--- config.mk ---
export PLATFORM = sky130hd
export DESIGN_NAME = divider_flat
export DESIGN_NICKNAME = d
export VERILOG_FILES = /design/src/rtl/divider_pkg.sv /design/src/rtl/divider_if.sv /design/src/rtl/divider.sv /design/src/flat_wrapper.sv
export SDC_FILE = /design/constraint.sdc
export NUM_CORES = 1
export LEC_CHECK = 0
export BUFFER_PORTS_ARGS = -buffer_cell sky130_fd_sc_hd__buf_2
export CORE_AREA = 2 2 184 186
export CTS_BUF_LIST = sky130_fd_sc_hd__clkbuf_4
export CTS_CLUSTER_SIZE = 14
export DETAILED_ROUTE_END_ITERATION = 10
export DIE_AREA = 0 0 186 188
export HOLD_SLACK_MARGIN = 0.12
export SYNTH_ARGS = -nofsm -noshare
export SYNTH_HDL_FRONTEND = slang
export SYNTH_SLANG_ARGS = --single-unit
--- constraint.sdc ---
create_clock -name clk -period 9.3 [get_ports clk]
set_input_delay 1.86 -clock clk [delete_from_list [all_inputs] [get_ports clk]]
set_output_delay 1.86 -clock clk [all_outputs]
set_load 0.01 [all_outputs]
--- src/rtl/divider_pkg.sv ---
// Shared opcodes, FSM states and opcode helpers for the RV32M iterative divider.
package divider_pkg;

  localparam int unsigned OP_W = 4;

  localparam logic [OP_W-1:0] ALU_DIV  = 4'd8;
  localparam logic [OP_W-1:0] ALU_DIVU = 4'd9;
  localparam logic [OP_W-1:0] ALU_REM  = 4'd10;
  localparam logic [OP_W-1:0] ALU_REMU = 4'd11;

  typedef enum logic [1:0] {
    ST_IDLE,
    ST_CALC,
    ST_FIN
  } state_e;

  function automatic logic is_div_op(input logic [OP_W-1:0] op);
    return (op == ALU_DIV) || (op == ALU_DIVU) || (op == ALU_REM) || (op == ALU_REMU);
  endfunction

  function automatic logic is_signed_op(input logic [OP_W-1:0] op);
    return (op == ALU_DIV) || (op == ALU_REM);
  endfunction

endpackage

--- src/rtl/divider_if.sv ---
// Request/response bundle between the EX stage (master) and the divider (slave).
interface divider_if
  import divider_pkg::*;
#(
  parameter int unsigned XLEN = 32
);
  logic            start;
  logic            flush;
  logic [OP_W-1:0] alu_op;
  logic [XLEN-1:0] operand_a;
  logic [XLEN-1:0] operand_b;
  logic            busy;
  logic            done;
  logic [XLEN-1:0] div_result;

  modport master (
    output start, flush, alu_op, operand_a, operand_b,
    input  busy, done, div_result
  );

  modport slave (
    input  start, flush, alu_op, operand_a, operand_b,
    output busy, done, div_result
  );
endinterface

--- src/rtl/divider.sv ---
// Iterative radix-2 restoring divider for DIV/DIVU/REM/REMU; one quotient bit per
// cycle, special cases resolved at acceptance and routed straight to FIN.
module divider
  import divider_pkg::*;
#(
  parameter int unsigned XLEN = 32
) (
  input  logic       clk,
  input  logic       rst,
  divider_if.slave   bus
);

  localparam int unsigned CW = $clog2(XLEN) + 1;

  state_e          state_q, state_d;
  logic [CW-1:0]   count_q, count_d;
  logic [XLEN-1:0] rem_q, rem_d;
  logic [XLEN-1:0] quo_q, quo_d;
  logic [XLEN-1:0] dvs_q, dvs_d;
  logic [XLEN-1:0] res_q, res_d;
  logic [OP_W-1:0] op_q, op_d;
  logic            qsign_q, qsign_d;
  logic            rsign_q, rsign_d;
  logic            done_q, done_d;

  logic            sgn;
  logic            a_neg, b_neg;
  logic [XLEN-1:0] a_abs, b_abs;
  logic [XLEN-1:0] min_neg;
  logic [XLEN:0]   trial;

  assign min_neg = {1'b1, {(XLEN-1){1'b0}}};

  always_comb begin
    state_d = state_q;
    count_d = count_q;
    rem_d   = rem_q;
    quo_d   = quo_q;
    dvs_d   = dvs_q;
    res_d   = res_q;
    op_d    = op_q;
    qsign_d = qsign_q;
    rsign_d = rsign_q;
    done_d  = 1'b0;
    trial   = '0;

    sgn   = is_signed_op(bus.alu_op);
    a_neg = sgn && bus.operand_a[XLEN-1];
    b_neg = sgn && bus.operand_b[XLEN-1];
    a_abs = a_neg ? -bus.operand_a : bus.operand_a;
    b_abs = b_neg ? -bus.operand_b : bus.operand_b;

    case (state_q)
      ST_IDLE: begin
        if (bus.start && !bus.flush) begin
          op_d    = bus.alu_op;
          count_d = '0;
          rem_d   = '0;
          quo_d   = a_abs;
          dvs_d   = b_abs;
          qsign_d = a_neg ^ b_neg;
          rsign_d = a_neg;
          state_d = ST_CALC;
          // Specials preload the final magnitude with signs cleared so FIN's
          // ordinary select/fixup yields the architectural result unchanged.
          if (!is_div_op(bus.alu_op)) begin
            qsign_d = 1'b0;
            rsign_d = 1'b0;
            state_d = ST_FIN;
          end else if (bus.operand_b == '0) begin
            quo_d   = '1;
            rem_d   = bus.operand_a;
            qsign_d = 1'b0;
            rsign_d = 1'b0;
            state_d = ST_FIN;
          end else if (sgn && (bus.operand_a == min_neg) && (bus.operand_b == '1)) begin
            quo_d   = min_neg;
            rem_d   = '0;
            qsign_d = 1'b0;
            rsign_d = 1'b0;
            state_d = ST_FIN;
          end
        end
      end

      ST_CALC: begin
        // rem < divisor on entry, so bit XLEN of the trial is purely the borrow.
        trial = {rem_q, quo_q[XLEN-1]} - {1'b0, dvs_q};
        if (!trial[XLEN]) begin
          rem_d = trial[XLEN-1:0];
          quo_d = {quo_q[XLEN-2:0], 1'b1};
        end else begin
          rem_d = {rem_q[XLEN-2:0], quo_q[XLEN-1]};
          quo_d = {quo_q[XLEN-2:0], 1'b0};
        end
        count_d = count_q + 1'b1;
        if (count_q == CW'(XLEN - 1)) begin
          state_d = ST_FIN;
        end
      end

      ST_FIN: begin
        state_d = ST_IDLE;
        done_d  = 1'b1;
        case (op_q)
          ALU_DIV:  res_d = qsign_q ? -quo_q : quo_q;
          ALU_DIVU: res_d = quo_q;
          ALU_REM:  res_d = rsign_q ? -rem_q : rem_q;
          ALU_REMU: res_d = rem_q;
          default:  res_d = '0;
        endcase
      end

      default: state_d = ST_IDLE;
    endcase

    if (bus.flush) begin
      state_d = ST_IDLE;
      done_d  = 1'b0;
      res_d   = res_q;
    end
  end

  always_ff @(posedge clk or posedge rst) begin
    if (rst) begin
      state_q <= ST_IDLE;
      count_q <= '0;
      rem_q   <= '0;
      quo_q   <= '0;
      dvs_q   <= '0;
      res_q   <= '0;
      op_q    <= '0;
      qsign_q <= 1'b0;
      rsign_q <= 1'b0;
      done_q  <= 1'b0;
    end else begin
      state_q <= state_d;
      count_q <= count_d;
      rem_q   <= rem_d;
      quo_q   <= quo_d;
      dvs_q   <= dvs_d;
      res_q   <= res_d;
      op_q    <= op_d;
      qsign_q <= qsign_d;
      rsign_q <= rsign_d;
      done_q  <= done_d;
    end
  end

  assign bus.busy       = (state_q != ST_IDLE);
  assign bus.done       = done_q;
  assign bus.div_result = res_q;

endmodule

--- src/flat_wrapper.sv ---
// flat-port wrapper written by rule: the top's interface ports become plain ports
module divider_flat import divider_pkg::*;
#(
  parameter int unsigned XLEN = 32
)
  (clk, rst, bus_start, bus_flush, bus_alu_op, bus_operand_a, bus_operand_b, bus_busy, bus_done, bus_div_result);
  divider_if #(.XLEN(XLEN)) bus_i ();
  input  logic clk;
  input  logic rst;
  input wire logic [$bits(bus_i.start)-1:0] bus_start;
  input wire logic [$bits(bus_i.flush)-1:0] bus_flush;
  input wire logic [$bits(bus_i.alu_op)-1:0] bus_alu_op;
  input wire logic [$bits(bus_i.operand_a)-1:0] bus_operand_a;
  input wire logic [$bits(bus_i.operand_b)-1:0] bus_operand_b;
  output wire logic [$bits(bus_i.busy)-1:0] bus_busy;
  output wire logic [$bits(bus_i.done)-1:0] bus_done;
  output wire logic [$bits(bus_i.div_result)-1:0] bus_div_result;
  assign bus_i.start = bus_start;
  assign bus_i.flush = bus_flush;
  assign bus_i.alu_op = bus_alu_op;
  assign bus_i.operand_a = bus_operand_a;
  assign bus_i.operand_b = bus_operand_b;
  assign bus_busy = bus_i.busy;
  assign bus_done = bus_i.done;
  assign bus_div_result = bus_i.div_result;
  divider #(.XLEN(XLEN)) u_core (.clk(clk), .rst(rst), .bus(bus_i));
endmodule
==> tab_implementation.tex, run 1 <==
\begin{tabular}{lr}
\hline
Metric & Value \\
\hline
\multicolumn{2}{l}{\textbf{Cells and area}} \\
\quad Layout Area Growth over Synthesis & 9.660\% \\
\quad Summed area of non-filler cells in the final layout & 12,540 um2 \\
\quad Area of the multi-input gates & 7249 um2 \\
\quad FF/Latch Area & 3578 um2 \\
\quad Fraction of layout instances using a drive strength above 1 & 12.72\% \\
\quad Number of nets in the layout & 1,584 \\
\quad Total of fill cells in the finished design & 3,445 \\
\multicolumn{2}{l}{\textbf{Synthesis}} \\
\quad Post-synthesis cell type count & 86 \\
\quad Avg Inst Size Synth & 8.032 um2 \\
\quad \#FFs+latches synth & 143 \\
\quad Mapped Cells & 1,424 \\
\quad Simple-gate area share of the yosys netlist & 21.00\% \\
\quad Warnings from Yosys & 0 \\
\quad Number of enable flip-flop cells after synthesis & 0 \\
\quad Synth Area in Adders & 4.332\% \\
\quad Cells taking the most area after synthesis & dfrtp\_1, xnor2\_1, a21oi\_1 \\
\quad Dominant synthesized flop cell & dfrtp\_1 \\
\quad Share of the yosys chip area belonging to registers & 31.29\% \\
\quad Proportion of netlist area held by the largest area contributor & 31.29\% \\
\quad Post-synthesis async set-or-reset flop share & between 90\% and 100\% \\
\quad Xor/xnor cell area share of the yosys netlist & 10.80\% \\
\quad Mux share of post-synthesis cell area & 2.243\% \\
\quad Combined area of all synthesized cells & approximately 11,000 um2 \\
\quad Complex-gate fraction of the synthesized area & 24.82\% \\
\quad Cell type with the highest aggregate area in the netlist & dfrtp\_1 \\
\quad Synth Net Count & 1,535 \\
\quad Combinational family with the most area after synthesis & compound AO/OA/AOI/OAI gates \\
\multicolumn{2}{l}{\textbf{Clocking}} \\
\quad Post-cts gate resize count & 0 \\
\quad Total clock buffers created by CTS & 17 \\
\quad Root buffer selected by CTS & clkbuf\_4 \\
\quad Buffers from clock root to sink, at most & 2 \\
\quad Num Clock Sinks & 143 \\
\quad Clock latency of the later-clocked register in the worst-skew pair & 0.57 ns \\
\quad Setup Buffers After CTS & 0 \\
\quad Clock slew at the register clock pins of the worst setup and hold paths & 0.14 ns \\
\quad Clock tree from TritonCTS & yes \\
\quad \# H-tree levels & 4 \\
\quad Hold-fix buffers at CTS & 0 \\
\multicolumn{2}{l}{\textbf{STA}} \\
\quad Worst slew slack as a fraction of its limit & 25.53\% \\
\quad Unrepaired setup endpoints after global routing & no \\
\quad Max Transition Viols Final & 0 \\
\quad Fin crit share & 47.06\% \\
\quad Measured slew at the worst slew-check pin & approximately 1.1 ns \\
\quad Total Negative Setup Slacks & 0 ns \\
\quad Total count of hold-check failures in the final report & 0 \\
\quad Max Freq & 228.5 MHz \\
\quad Final Critical Period & 4.376 ns \\
\quad Largest clock skew in the final design & 0.02513 ns \\
\quad Final setup violating endpoints & 0 \\
\multicolumn{2}{l}{\textbf{Power and ir drop}} \\
\quad Leakage power & 5.360 nW \\
\quad Power density of the placed cells & around 230 nW/um2 \\
\quad Largest voltage drop on the vdd net & approximately 0.00013 V \\
\multicolumn{2}{l}{\textbf{Drt}} \\
\quad Iter 0 DRT Violations & 788 \\
\quad DRT met1 WL & 17,260 um \\
\quad \# DRC & 0 \\
\quad Avg Vias per Cell & approximately 5.5 \\
\quad Final ANT Viol Nets & 0 \\
\quad Highest Signal Layer & met4 \\
\quad Length of routed met2 wiring & roughly 15,000 um \\
\quad WL final & 35,200 um \\
\quad Detailed-routed wire length on met3 & 1988 um \\
\quad Routed wire per std cell & 18.18 um \\
\quad 1st-pass router iterations & 5 \\
\quad Number of vias after detailed routing & roughly 11,000 \\
\multicolumn{2}{l}{\textbf{Global route}} \\
\quad Total GRT Usage & 20.32\% \\
\quad Number of global-route vias before repair & around 10,000 \\
\quad Total overflow reported by the global router & 0 \\
\quad Initial antenna violation count & 2 \\
\quad First-pass GRT wire length & around 56,000 um \\
\quad Pin count of the biggest net entering global routing & $\sim$110 \\
\multicolumn{2}{l}{\textbf{Run status}} \\
\quad Run status & finished clean \\
\multicolumn{2}{l}{\textbf{Worst setup path}} \\
\quad Worst setup endpoint & u\_core.quo\_q[15]\$\_DFFE\_PP0P\_ \\
\quad WP data arrival & 4.86 ns \\
\quad Setup crit end kind & register \\
\quad Peak per-stage delay on the critical path & 0.72 ns \\
\quad Setup crit start & bus\_operand\_b[14] \\
\quad Series of cell instances along the critical path & buf\_2, or4\_1, nor3\_2, nand4\_2, nor3\_2, nand2b\_1, nand2\_1, o22ai\_1, o21ai\_0 \\
\quad R2R cell count & 12 \\
\quad Internal reg-to-reg setup slack & 5.40 ns \\
\quad Highest net fanout along the worst path & 20 \\
\quad Endpoint of the worst register-to-register path & u\_core.rem\_q[29]\$\_DFFE\_PP0P\_ \\
\quad Startpoint Class & input pin \\
\quad Startpoint of the worst register-to-register path & u\_core.quo\_q[31]\$\_DFFE\_PP0P\_ \\
\quad Most common cell type on the critical path & nor3\_2 \\
\quad Data required time of the critical path & 9.79 ns \\
\quad Critical setup path kind & input pin to register \\
\quad Cell with the largest stage delay on the worst path & nand2\_1 \\
\multicolumn{2}{l}{\textbf{Flow run}} \\
\quad Max-capacitance violation count & 0 \\
\multicolumn{2}{l}{\textbf{Place}} \\
\quad Dpl cell area & 12,230 um2 \\
\quad Routability congestion estimate & between 0.9 and 1 \\
\quad Number of buffers inserted by port buffering & 105 \\
\quad HPWL Detailed & $\sim$27,000 um \\
\multicolumn{2}{l}{\textbf{Floorplanning}} \\
\quad DIE WIDTH & approximately 190 um \\
\quad Area of the die & 34,970 um2 \\
\quad Vert. Die Dim & 188 um \\
\quad Boundary pin count & 106 \\
\quad Number of rows created at floorplan & 67 \\
\quad Starting density of the core & 34.54\% \\
\quad Floorplan core area & 33,110 um2 \\
\multicolumn{2}{l}{\textbf{Min path}} \\
\quad Hold/Removal Path Class & register to register \\
\hline
\end{tabular}
cell usage after synthesis (5+ instances only):
library cell and n:
o21a_1 5, xor2_1 62, o221ai_1 14, xnor2_1 79
nor4_1 12, ha_1 38, and2_1 10, nand3_1 34
o22ai_1 18, a31oi_1 20, nor2b_1 9, a21oi_1 124
mux2i_1 20, and3_1 20, a21o_1 14, o41ai_1 8
buf_2 10, nand2b_1 16, or3_1 11, clkbuf_1 64
a211oi_1 25, o211ai_1 8, or4_1 9, nor3_1 41
nand4_1 18, o21ai_1 13, a22o_1 22, dfrtp_1 143
o21ai_0 106, nor3_2 6, nor2_1 105, inv_1 60
nand2_1 164, o31ai_1 28
cell families after synthesis:
group / after synthesis
adders and majority gates: 39
muxes: 24
AOI/OAI and AO/OA: 445
xor gates and xnor gates: 141
buffers and inverters: 147
DFF: 143
and+or+nand+nor: 485
worst min-delay path by stage:
stage | end | cells past startpoint | startpoint | slack (ns)
5_1_grt | u_core.count_q[5]$_DFFE_PP0P_ | 1 | u_core.count_q[5]$_DFFE_PP0P_ | 0.51
2_1_floorplan | u_core.count_q[5]$_DFFE_PP0P_ | 1 | u_core.count_q[5]$_DFFE_PP0P_ | 0.44
3_3_place_gp | u_core.count_q[5]$_DFFE_PP0P_ | 1 | u_core.count_q[5]$_DFFE_PP0P_ | 0.46
4_1_cts | u_core.count_q[5]$_DFFE_PP0P_ | 1 | u_core.count_q[5]$_DFFE_PP0P_ | 0.48
6_report | u_core.count_q[5]$_DFFE_PP0P_ | 1 | u_core.count_q[5]$_DFFE_PP0P_ | 0.48
3_5_place_dp | u_core.dvs_q[29]$_DFFE_PP0P_ | 2 | u_core.dvs_q[29]$_DFFE_PP0P_ | 0.47
critical path, delay by kind of cell:
| kind | cells | cell delay, ns |
|---|---|---|
| compound gates | 2 | 0.35 |
| buf+inv | 1 | 0.12 |
| simple gates | 6 | 2.51 |
registers in the layout (all words and copies together), names as in the netlist:
signal	count
u_core.count_q	6
u_core.dvs_q	32
u_core.rsign_q	1
u_core.quo_q	32
u_core.qsign_q	1
u_core.op_q	4
u_core.bus.div_result	32
u_core.rem_q	32
u_core.bus.done	1
u_core.state_q	2
area by class of cell:
class | instances | area share (%)
Multi-Input combinational cell | 1134 | 57.80
Sequential cell | 143 | 28.53
Timing Repair Buffer | 117 | 4.908
Tap cell | 448 | 4.469
Inverter | 60 | 1.836
Clock inverter | 14 | 1.337
Clock buffer | 18 | 1.077
Antenna cell | 2 | 0.03990
layout by cell type, fill, tap and decap left out, types with 28 or more instances in the layout:
cell	instances
nor3_1	41
nor2_1	105
ha_1	38
nand2_1	164
xor2_1	62
o31ai_1	28
buf_2	105
o21ai_0	106
dfrtp_1	143
inv_1	59
xnor2_1	79
a21oi_1	124
nand3_1	34
metal layers:
layer,vias up,global-route usage (%)
li1,5260,-
met1,5028,29.94
met2,327,30.03
met3,46,3.360
met4,0,6.481
met5,-,0
power by group:
group	switching, mW	internal (mW)	total, mW	leakage, nW
clock network	0.248	0.188	0.436	0.150
registers	0.222	0.759	0.981	1.81
logic	0.818	0.608	1.43	3.40
metrics by stage:
step	setup slack [ns]	util (%)	hold WS, ns	instances	power [mW]
detailed placement	4.368	36.95	0.4711	1902	2.398
CTS	4.975	37.86	0.4841	1934	2.834
floorplan	3.602	-	0.4430	1424	2.020
finish	4.924	37.88	0.4784	1936	2.843
global route	4.725	37.88	0.5060	1936	3.072
global placement	4.457	36.95	0.4590	1902	2.384
Note: power is estimated with default switching activity, not from simulation.
==> inputs of run 2 (changes only) <==
--- a/config.mk
+++ b/config.mk
@@ -5,12 +5,13 @@
 export SDC_FILE = /design/constraint.sdc
 export NUM_CORES = 1
 export LEC_CHECK = 0
+export ABC_AREA = 1
 export BUFFER_PORTS_ARGS = -buffer_cell sky130_fd_sc_hd__buf_2
-export CORE_AREA = 2 2 184 186
+export CORE_AREA = 2 2 203 205
 export CTS_BUF_LIST = sky130_fd_sc_hd__clkbuf_4
 export CTS_CLUSTER_SIZE = 14
 export DETAILED_ROUTE_END_ITERATION = 10
-export DIE_AREA = 0 0 186 188
+export DIE_AREA = 0 0 205 207
 export HOLD_SLACK_MARGIN = 0.12
 export SYNTH_ARGS = -nofsm -noshare
 export SYNTH_HDL_FRONTEND = slang
==> constraint.sdc (replaced) <==
create_clock -name clk -period 4.2 [get_ports clk]
set_input_delay 0.84 -clock clk [delete_from_list [all_inputs] [get_ports clk]]
set_output_delay 0.84 -clock clk [all_outputs]
set_load 0.01 [all_outputs]
==> run 2 against run 1 <==
Compared with the run above:
- clock skew is 0.0034 ns higher
- via count grew 47%
- final cell count grew 53%
- core utilization shrank 0.16 points
- clock power rose by 120%
- sequential power up 110%
- sequential share of layout area decreased by 5.0 points
- register-to-register slack worse by 4.1 ns
- highest routed layer is now met5
- wire length grew 58%
==> tab_implementation.tex, run 2 <==
\begin{tabular}{lr}
\hline
Metric & Value \\
\hline
\multicolumn{2}{l}{\textbf{Clocking}} \\
\quad Post-cts gate resize count & 0 (unchanged) \\
\quad Clock tree from TritonCTS & yes (unchanged) \\
\quad Buffers from clock root to sink, at most & 2 (unchanged) \\
\quad Root buffer selected by CTS & clkbuf\_4 (unchanged) \\
\quad Setup Buffers After CTS & 0 (unchanged) \\
\quad Num Clock Sinks & 143 (unchanged) \\
\quad Total clock buffers created by CTS & 17 (unchanged) \\
\quad Clock latency of the later-clocked register in the worst-skew pair & 0.67 ns (was 0.57 ns) \\
\quad Clock slew at the register clock pins of the worst setup and hold paths & 0.16 ns (was 0.14 ns) \\
\quad Hold-fix buffers at CTS & 0 (unchanged) \\
\quad \# H-tree levels & 4 (unchanged) \\
\multicolumn{2}{l}{\textbf{STA}} \\
\quad Measured slew at the worst slew-check pin & 1.017 ns (was 1.117 ns) \\
\quad Min setup slack post-route & 1.264 ns (was 4.924 ns) \\
\quad Worst slew slack as a fraction of its limit & 31.65\% (was 25.53\%) \\
\quad Max Freq & 340.5 MHz \\
\quad Total Negative Setup Slacks & 0 ns (unchanged) \\
\quad Largest clock skew in the final design & 0.02848 ns (was 0.02513 ns) \\
\quad Final setup violating endpoints & 0 (unchanged) \\
\quad Max Transition Viols Final & 0 (unchanged) \\
\quad Total count of hold-check failures in the final report & 0 (unchanged) \\
\quad Final Critical Period & 2.937 ns \\
\quad Fin crit share & 69.92\% \\
\quad Unrepaired setup endpoints after global routing & no (unchanged) \\
\multicolumn{2}{l}{\textbf{Worst setup path}} \\
\quad Setup crit start & u\_core.quo\_q[31]\$\_DFFE\_PP0P\_ (was bus\_operand\_b[14]) \\
\quad Setup crit end kind & register (unchanged) \\
\quad Cell with the largest stage delay on the worst path & fa\_1 (was nand2\_1) \\
\quad Most common cell type on the critical path & nand2\_1 (was nor3\_2) \\
\quad WP data arrival & 3.53 ns (was 4.86 ns) \\
\quad Total number of cells along the worst setup path & 18 (was 9) \\
\quad R2R cell count & 18 (was 12) \\
\quad Startpoint Class & register (was input pin) \\
\quad Startpoint of the worst register-to-register path & u\_core.quo\_q[31]\$\_DFFE\_PP0P\_ (unchanged) \\
\quad Peak per-stage delay on the critical path & 0.42 ns (was 0.72 ns) \\
\quad Series of cell instances along the critical path & inv\_1, ha\_1, fa\_1, inv\_1, nand3\_1, nand2\_1, nand2\_1, nand2\_1, nand2\_1, nand2\_1, nand2\_2, nand2\_1, nand2\_1, nand2\_2, nor2\_1, nor2\_1, nor2\_1, nor2\_1 (was buf\_2, or4\_1, nor3\_2, nand4\_2, nor3\_2, nand2b\_1, nand2\_1, o22ai\_1, o21ai\_0) \\
\quad Kind of cell with the highest combined delay on the critical path & simple AND/OR/NAND/NOR gates (unchanged) \\
\quad CP bufs+invs & 2 (was 1) \\
\quad Critical setup path kind & register to register (was input pin to register) \\
\quad Data required time of the critical path & 4.79 ns (was 9.79 ns) \\
\quad Highest net fanout along the worst path & 26 (was 20) \\
\multicolumn{2}{l}{\textbf{Floorplanning}} \\
\quad Floorplan core area & 40,370 um2 (was 33,110 um2) \\
\quad Vert. Die Dim & 207 um (was 188 um) \\
\quad DIE WIDTH & 205 um (was 186 um) \\
\quad Starting density of the core & 34.38\% (was 34.54\%) \\
\quad Area of the die & 42,440 um2 (was 34,970 um2) \\
\quad Boundary pin count & 106 (unchanged) \\
\quad Number of rows created at floorplan & 74 (was 67) \\
\multicolumn{2}{l}{\textbf{Synthesis}} \\
\quad Dominant synthesized flop cell & dfrtp\_1 (unchanged) \\
\quad Combined area of all synthesized cells & 13,880 um2 (was 11,440 um2) \\
\quad Top cells by count, synth & nand2\_1, inv\_1, nor2\_1 (was nand2\_1, dfrtp\_1, a21oi\_1) \\
\quad Cells taking the most area after synthesis & dfrtp\_1, nand2\_1, inv\_1 (was dfrtp\_1, xnor2\_1, a21oi\_1) \\
\quad Most common cell in the netlist & nand2\_1 (unchanged) \\
\quad \#FFs+latches synth & 143 (unchanged) \\
\quad Post-synthesis async set-or-reset flop share & 100.0\% (unchanged) \\
\quad Mapped Cells & 2,347 (was 1,424) \\
\quad Synth Net Count & 2,458 (was 1,535) \\
\quad Post-synthesis cell type count & 49 (was 86) \\
\quad Cell type with the highest aggregate area in the netlist & dfrtp\_1 (unchanged) \\
\quad Warnings from Yosys & 0 (unchanged) \\
\quad Avg Inst Size Synth & 5.914 um2 (was 8.032 um2) \\
\quad Share of the yosys chip area belonging to registers & 25.78\% (was 31.29\%) \\
\quad Proportion of netlist area held by the largest area contributor & 25.78\% (was 31.29\%) \\
\quad Number of enable flip-flop cells after synthesis & 0 (unchanged) \\
\multicolumn{2}{l}{\textbf{Run status}} \\
\quad Run status & finished clean (unchanged) \\
\multicolumn{2}{l}{\textbf{Drt}} \\
\quad Number of vias after detailed routing & 15,720 (was 10,660) \\
\quad Final ANT Viol Nets & 0 (unchanged) \\
\quad Avg Vias per Cell & 5.307 (was 5.507) \\
\quad \# DRC & 0 (unchanged) \\
\quad 1st-pass router iterations & 6 (was 5) \\
\quad WL final & 55,480 um (was 35,200 um) \\
\quad Iter 0 DRT Violations & 1,681 (was 788) \\
\quad Routed wire per std cell & 18.74 um (was 18.18 um) \\
\multicolumn{2}{l}{\textbf{Cells and area}} \\
\quad Post-layout utilization of the core & 37.71\% (was 37.88\%) \\
\quad Number of nets in the layout & 2,526 (was 1,584) \\
\quad Fraction of layout instances using a drive strength above 1 & 9.143\% (was 12.72\%) \\
\quad Most common cell after layout, fill and taps aside & nand2\_1 (unchanged) \\
\quad Summed area of non-filler cells in the final layout & 15,220 um2 (was 12,540 um2) \\
\quad Most frequent cells in the layout & nand2\_1, inv\_1, nor2\_1, nand3\_1, o21ai\_0 (was nand2\_1, dfrtp\_1, a21oi\_1, o21ai\_0) \\
\quad Layout Area Growth over Synthesis & 9.691\% (was 9.660\%) \\
\multicolumn{2}{l}{\textbf{Global route}} \\
\quad Total overflow reported by the global router & 0 (unchanged) \\
\quad Initial antenna violation count & 3 (was 2) \\
\quad Pin count of the biggest net entering global routing & 71 (was 112) \\
\quad First-pass GRT wire length & 85,230 um (was 56,080 um) \\
\quad Number of global-route vias before repair & 14,720 (was 10,020) \\
\quad Total GRT Usage & 26.30\% (was 20.32\%) \\
\multicolumn{2}{l}{\textbf{Place}} \\
\quad Dpl cell area & 14,930 um2 (was 12,230 um2) \\
\quad Pre-CTS setup slack & 0.8512 ns (was 4.368 ns) \\
\quad HPWL Detailed & 44,260 um (was 26,870 um) \\
\quad Number of buffers inserted by port buffering & 105 (unchanged) \\
\quad Routability congestion estimate & 1.001 (was 0.9035) \\
\multicolumn{2}{l}{\textbf{Flow run}} \\
\quad Max-capacitance violation count & 0 (unchanged) \\
\multicolumn{2}{l}{\textbf{Power and ir drop}} \\
\quad Leakage power & 8.017 nW (was 5.360 nW) \\
\quad Largest voltage drop on the vdd net & 0.0001874 V (was 0.0001290 V) \\
\quad Power density of the placed cells & 455.0 nW/um2 (was 226.6 nW/um2) \\
\multicolumn{2}{l}{\textbf{Min path}} \\
\quad Hold/Removal Path Class & input pin to async pin (was register to register) \\
\hline
\end{tabular}
[run 2: through the flow]
stage,std cells,hold WS (ns),power (mW)
detailed placement,2928,0.4605,5.892
floorplan,2347,0.4491,4.620
CTS,2960,0.3192,6.877
finish,2961,0.3499,6.927
global route,2961,0.3675,7.506
global placement,2928,0.4605,5.858
[run 2: final timing paths]
kind	slack (ns)	endpoint
worst max-delay path	1.26	u_core.rem_q[31]$_DFFE_PP0P_
worst min-delay path	0.35	u_core.dvs_q[19]$_DFFE_PP0P_
worst max register to register	1.26	u_core.rem_q[31]$_DFFE_PP0P_
worst min register to register	0.49	u_core.bus.div_result[1]$_DFFE_PP0P_
max in group asynchronous	2.99	u_core.bus.div_result[13]$_DFFE_PP0P_
min in group clk	0.37	u_core.op_q[2]$_DFFE_PP0P_
[run 2: final cells by class]
class	count	area, um2
multi-input combinational	1749	8557
tap	532	665.6
clock inverter	15	166.4
timing repair buffer	125	700.7
clock buffer	17	127.6
inverter	379	1426
sequential	143	3578
fill	4588	25140
antenna	1	2.502
[run 2: report_power, final]
| group | switching, mW | internal, mW |
|---|---|---|
| registers | 0.402 | 1.68 |
| clock network | 0.655 | 0.324 |
| logic | 2.69 | 1.18 |
| total | 3.74 | 3.18 |
[run 2: layer usage]
metal | share of wire [%] | track usage (%)
met1 | 45 | 36.49
met2 | 44 | 40.17
met4 | 3.9 | 10.99
met3 | 7.2 | 4.547
met5 | 0.058 | 0
[run 2: logic make-up (layout without fill, tap and decap cells)]
logic type	Yosys count	after routing	synth area share, %
adder cells (fa/ha/maj)	39	39	3.570
AND/OR/NAND/NOR	1269	1269	38.33
flip-flops	143	143	25.78
AO/OA/AOI/OAI	378	378	15.60
other	0	1	0
buffers and inverters	455	536	12.75
XOR/XNOR	63	63	3.975
[run 2: worst reg2reg max path: cells and delay by family (launching register included)]
kind | cells | cell delay [ns]
adders and majority gates | 2 | 0.66
buffers and inverters | 2 | 0.18
DFF | 1 | 0.40
and+or+nand+nor | 14 | 1.63
==> inputs of run 3 (changes only) <==
==> constraint.sdc (replaced) <==
create_clock -name clk -period 2.6 [get_ports clk]
set_input_delay 0.52 -clock clk [delete_from_list [all_inputs] [get_ports clk]]
set_output_delay 0.52 -clock clk [all_outputs]
set_load 0.01 [all_outputs]
==> run 3 against run 2 <==
Compared with the run above:
- die area unchanged
- critical endpoint is now u_core.rem_q[17]$_DFFE_PP0P_
- core utilization increased by 2.2 points
- combinational power increased by 87%
- total power increased by 73%
- final cell count increased by 2.9%
==> tab_implementation.tex, run 3 (synthesized netlist as in run 2, its figures left out) <==
\begin{tabular}{lr}
\hline
Metric & Value \\
\hline
\multicolumn{2}{l}{\textbf{Run status}} \\
\quad Run status & finished clean (unchanged) \\
\multicolumn{2}{l}{\textbf{Cells and area}} \\
\quad Total of fill cells in the finished design & 4,538 (was 4,588) \\
\quad Cell Count, Final, Fillers Out & 3,047 (was 2,961) \\
\quad Most frequent cells in the layout & nand2\_1, inv\_1, nor2\_1, nand3\_1, o21ai\_0 (unchanged) \\
\quad Most common cell after layout, fill and taps aside & nand2\_1 (unchanged) \\
\quad Layout Area Growth over Synthesis & 15.96\% (was 9.691\%) \\
\quad Number of nets in the layout & 2,613 (was 2,526) \\
\quad Fraction of layout instances using a drive strength above 1 & 13.13\% (was 9.143\%) \\
\multicolumn{2}{l}{\textbf{Global route}} \\
\quad Initial antenna violation count & 1 (was 3) \\
\quad Total overflow reported by the global router & 0 (unchanged) \\
\quad First-pass GRT wire length & 87,550 um (was 85,230 um) \\
\quad Number of global-route vias before repair & 15,090 (was 14,720) \\
\quad Pin count of the biggest net entering global routing & 53 (was 71) \\
\quad Total GRT Usage & 27.15\% (was 26.30\%) \\
\multicolumn{2}{l}{\textbf{STA}} \\
\quad Largest clock skew in the final design & 0.03691 ns (was 0.02848 ns) \\
\quad Fin Hold WS & 0.1872 ns (was 0.3499 ns) \\
\quad Fin crit share & 94.80\% (was 69.92\%) \\
\quad Measured slew at the worst slew-check pin & 1.030 ns (was 1.017 ns) \\
\quad Final setup violating endpoints & 0 (unchanged) \\
\quad Total Negative Setup Slacks & 0 ns (unchanged) \\
\quad Max Freq & 405.7 MHz (was 340.5 MHz) \\
\quad Worst slew slack as a fraction of its limit & 31.25\% (was 31.65\%) \\
\quad Min setup slack post-route & 0.1352 ns (was 1.264 ns) \\
\quad Max Transition Viols Final & 0 (unchanged) \\
\quad Final Critical Period & 2.465 ns (was 2.937 ns) \\
\quad Total count of hold-check failures in the final report & 0 (unchanged) \\
\multicolumn{2}{l}{\textbf{Drt}} \\
\quad Avg Vias per Cell & 5.259 (was 5.307) \\
\quad Final ANT Viol Nets & 0 (unchanged) \\
\quad 1st-pass router iterations & 6 (unchanged) \\
\quad Iter 0 DRT Violations & 1,474 (was 1,681) \\
\quad WL final & 57,460 um (was 55,480 um) \\
\quad \# DRC & 0 (unchanged) \\
\quad Routed wire per std cell & 18.86 um (was 18.74 um) \\
\quad Number of vias after detailed routing & 16,020 (was 15,720) \\
\multicolumn{2}{l}{\textbf{Clocking}} \\
\quad Clock slew at the register clock pins of the worst setup and hold paths & 0.15 ns (was 0.16 ns) \\
\quad Clock latency of the later-clocked register in the worst-skew pair & 0.65 ns (was 0.67 ns) \\
\quad Total clock buffers created by CTS & 17 (unchanged) \\
\quad Num Clock Sinks & 143 (unchanged) \\
\quad Root buffer selected by CTS & clkbuf\_4 (unchanged) \\
\quad Buffers from clock root to sink, at most & 2 (unchanged) \\
\quad Clock tree from TritonCTS & yes (unchanged) \\
\quad \# H-tree levels & 4 (unchanged) \\
\multicolumn{2}{l}{\textbf{Worst setup path}} \\
\quad Data required time of the critical path & 3.16 ns (was 4.79 ns) \\
\quad Critical setup path kind & register to register (unchanged) \\
\quad Startpoint Class & register (unchanged) \\
\quad Setup crit end kind & register (unchanged) \\
\quad WP data arrival & 3.03 ns (was 3.53 ns) \\
\quad Highest net fanout along the worst path & 6 (was 26) \\
\multicolumn{2}{l}{\textbf{Place}} \\
\quad Pre-CTS setup slack & 0.0009863 ns (was 0.8512 ns) \\
\quad Placed Cells incl. Taps & 2,999 (was 2,928) \\
\quad HPWL Detailed & 46,410 um (was 44,260 um) \\
\quad Number of buffers inserted by port buffering & 105 (unchanged) \\
\quad Routability congestion estimate & 0.9676 (was 1.001) \\
\multicolumn{2}{l}{\textbf{Min path}} \\
\quad Hold/Removal Path Class & input pin to register (was input pin to async pin) \\
\multicolumn{2}{l}{\textbf{Floorplanning}} \\
\quad Vert. Die Dim & 207 um (unchanged) \\
\quad Boundary pin count & 106 (unchanged) \\
\quad Area of the die & 42,440 um2 (unchanged) \\
\quad Floorplan core area & 40,370 um2 (unchanged) \\
\quad Starting density of the core & 34.38\% (unchanged) \\
\quad DIE WIDTH & 205 um (unchanged) \\
\quad Number of rows created at floorplan & 74 (unchanged) \\
\multicolumn{2}{l}{\textbf{Power and ir drop}} \\
\quad Total design power & 11.95 mW (was 6.927 mW) \\
\quad Largest voltage drop on the vdd net & 0.0002935 V (was 0.0001874 V) \\
\quad Leakage power & 8.464 nW (was 8.017 nW) \\
\quad Power density of the placed cells & 742.7 nW/um2 (was 455.0 nW/um2) \\
\multicolumn{2}{l}{\textbf{Flow run}} \\
\quad Max-capacitance violation count & 0 (unchanged) \\
\hline
\end{tabular}
run 3: power breakdown:
| group | switching [mW] | internal, mW |
|---|---|---|
| Clock | 0.957 | 0.578 |
| Combinational | 4.80 | 2.43 |
| Sequential | 0.471 | 2.72 |
run 3: critical path: stages (launching register included):
cell and delay (ns):
dfrtp_1 0.47, ha_1 0.36, nand2_1 0.14, nor2_1 0.08, buf_4 0.14, a21oi_1 0.14, nand2_1 0.10, nand2_2 0.12
nand2_2 0.08, nand2_1 0.11, nand2_4 0.13, buf_12 0.16, nand2_1 0.08, nand3_1 0.11, a21oi_2 0.15
run 3: per-stage QoR:
step                      util, %  cell area, um2
final                       39.87           16100
after CTS                   39.31           15870
after detailed placement    38.52           15550
after global placement      38.52           15550
after global routing        39.87           16100
after floorplan                 -           13880
run 3: cell type report:
cell class	instances	area (um2)	share of cell area (%)
multi-input combinational	1750	8656	53.78
inverter	379	1426	8.862
clock inverter	14	152.6	0.9484
sequential	143	3588	22.29
clock buffer	17	127.6	0.7929
antenna	1	2.502	0.01555
tap	532	665.6	4.136
timing repair buffer	211	1476	9.173
run 3: path summary, 6_finish.rpt:
| check | from | to | slack [ns] | cells after the start |
|---|---|---|---|---|
| worst min-delay path | bus_alu_op[3] | u_core.op_q[3]$_DFFE_PP0P_ | 0.19 | 3 |
| worst min register to register | u_core.bus.div_result[1]$_DFFE_PP0P_ | u_core.bus.div_result[1]$_DFFE_PP0P_ | 0.50 | 2 |
| worst max-delay path | u_core.rem_q[12]$_DFFE_PP0P_ | u_core.rem_q[17]$_DFFE_PP0P_ | 0.14 | 14 |
| worst max register to register | u_core.rem_q[12]$_DFFE_PP0P_ | u_core.rem_q[17]$_DFFE_PP0P_ | 0.14 | 14 |
| max in group asynchronous | rst | u_core.quo_q[12]$_DFFE_PP0P_ | 1.40 | 4 |
| min in group asynchronous | rst | u_core.dvs_q[27]$_DFFE_PP0P_ | 0.54 | 3 |
run 3: timing repair:
action	CTS	global route
resized for setup	1	32
setup endpoints to repair	3	34
hold buffers	3	0
pin swaps	0	5
hold endpoints to repair	18	0
setup buffers	0	10
cloned	0	3
run 3: per-layer routing:
metal / GRT usage, % / wire length, um / up-vias
met5: 0 / 0 / -
met4: 12.50 / 2550 / 0
met3: 4.578 / 4176 / 119
met2: 41.24 / 25270 / 630
met1: 37.46 / 25470 / 7457
li1: - / - / 7817
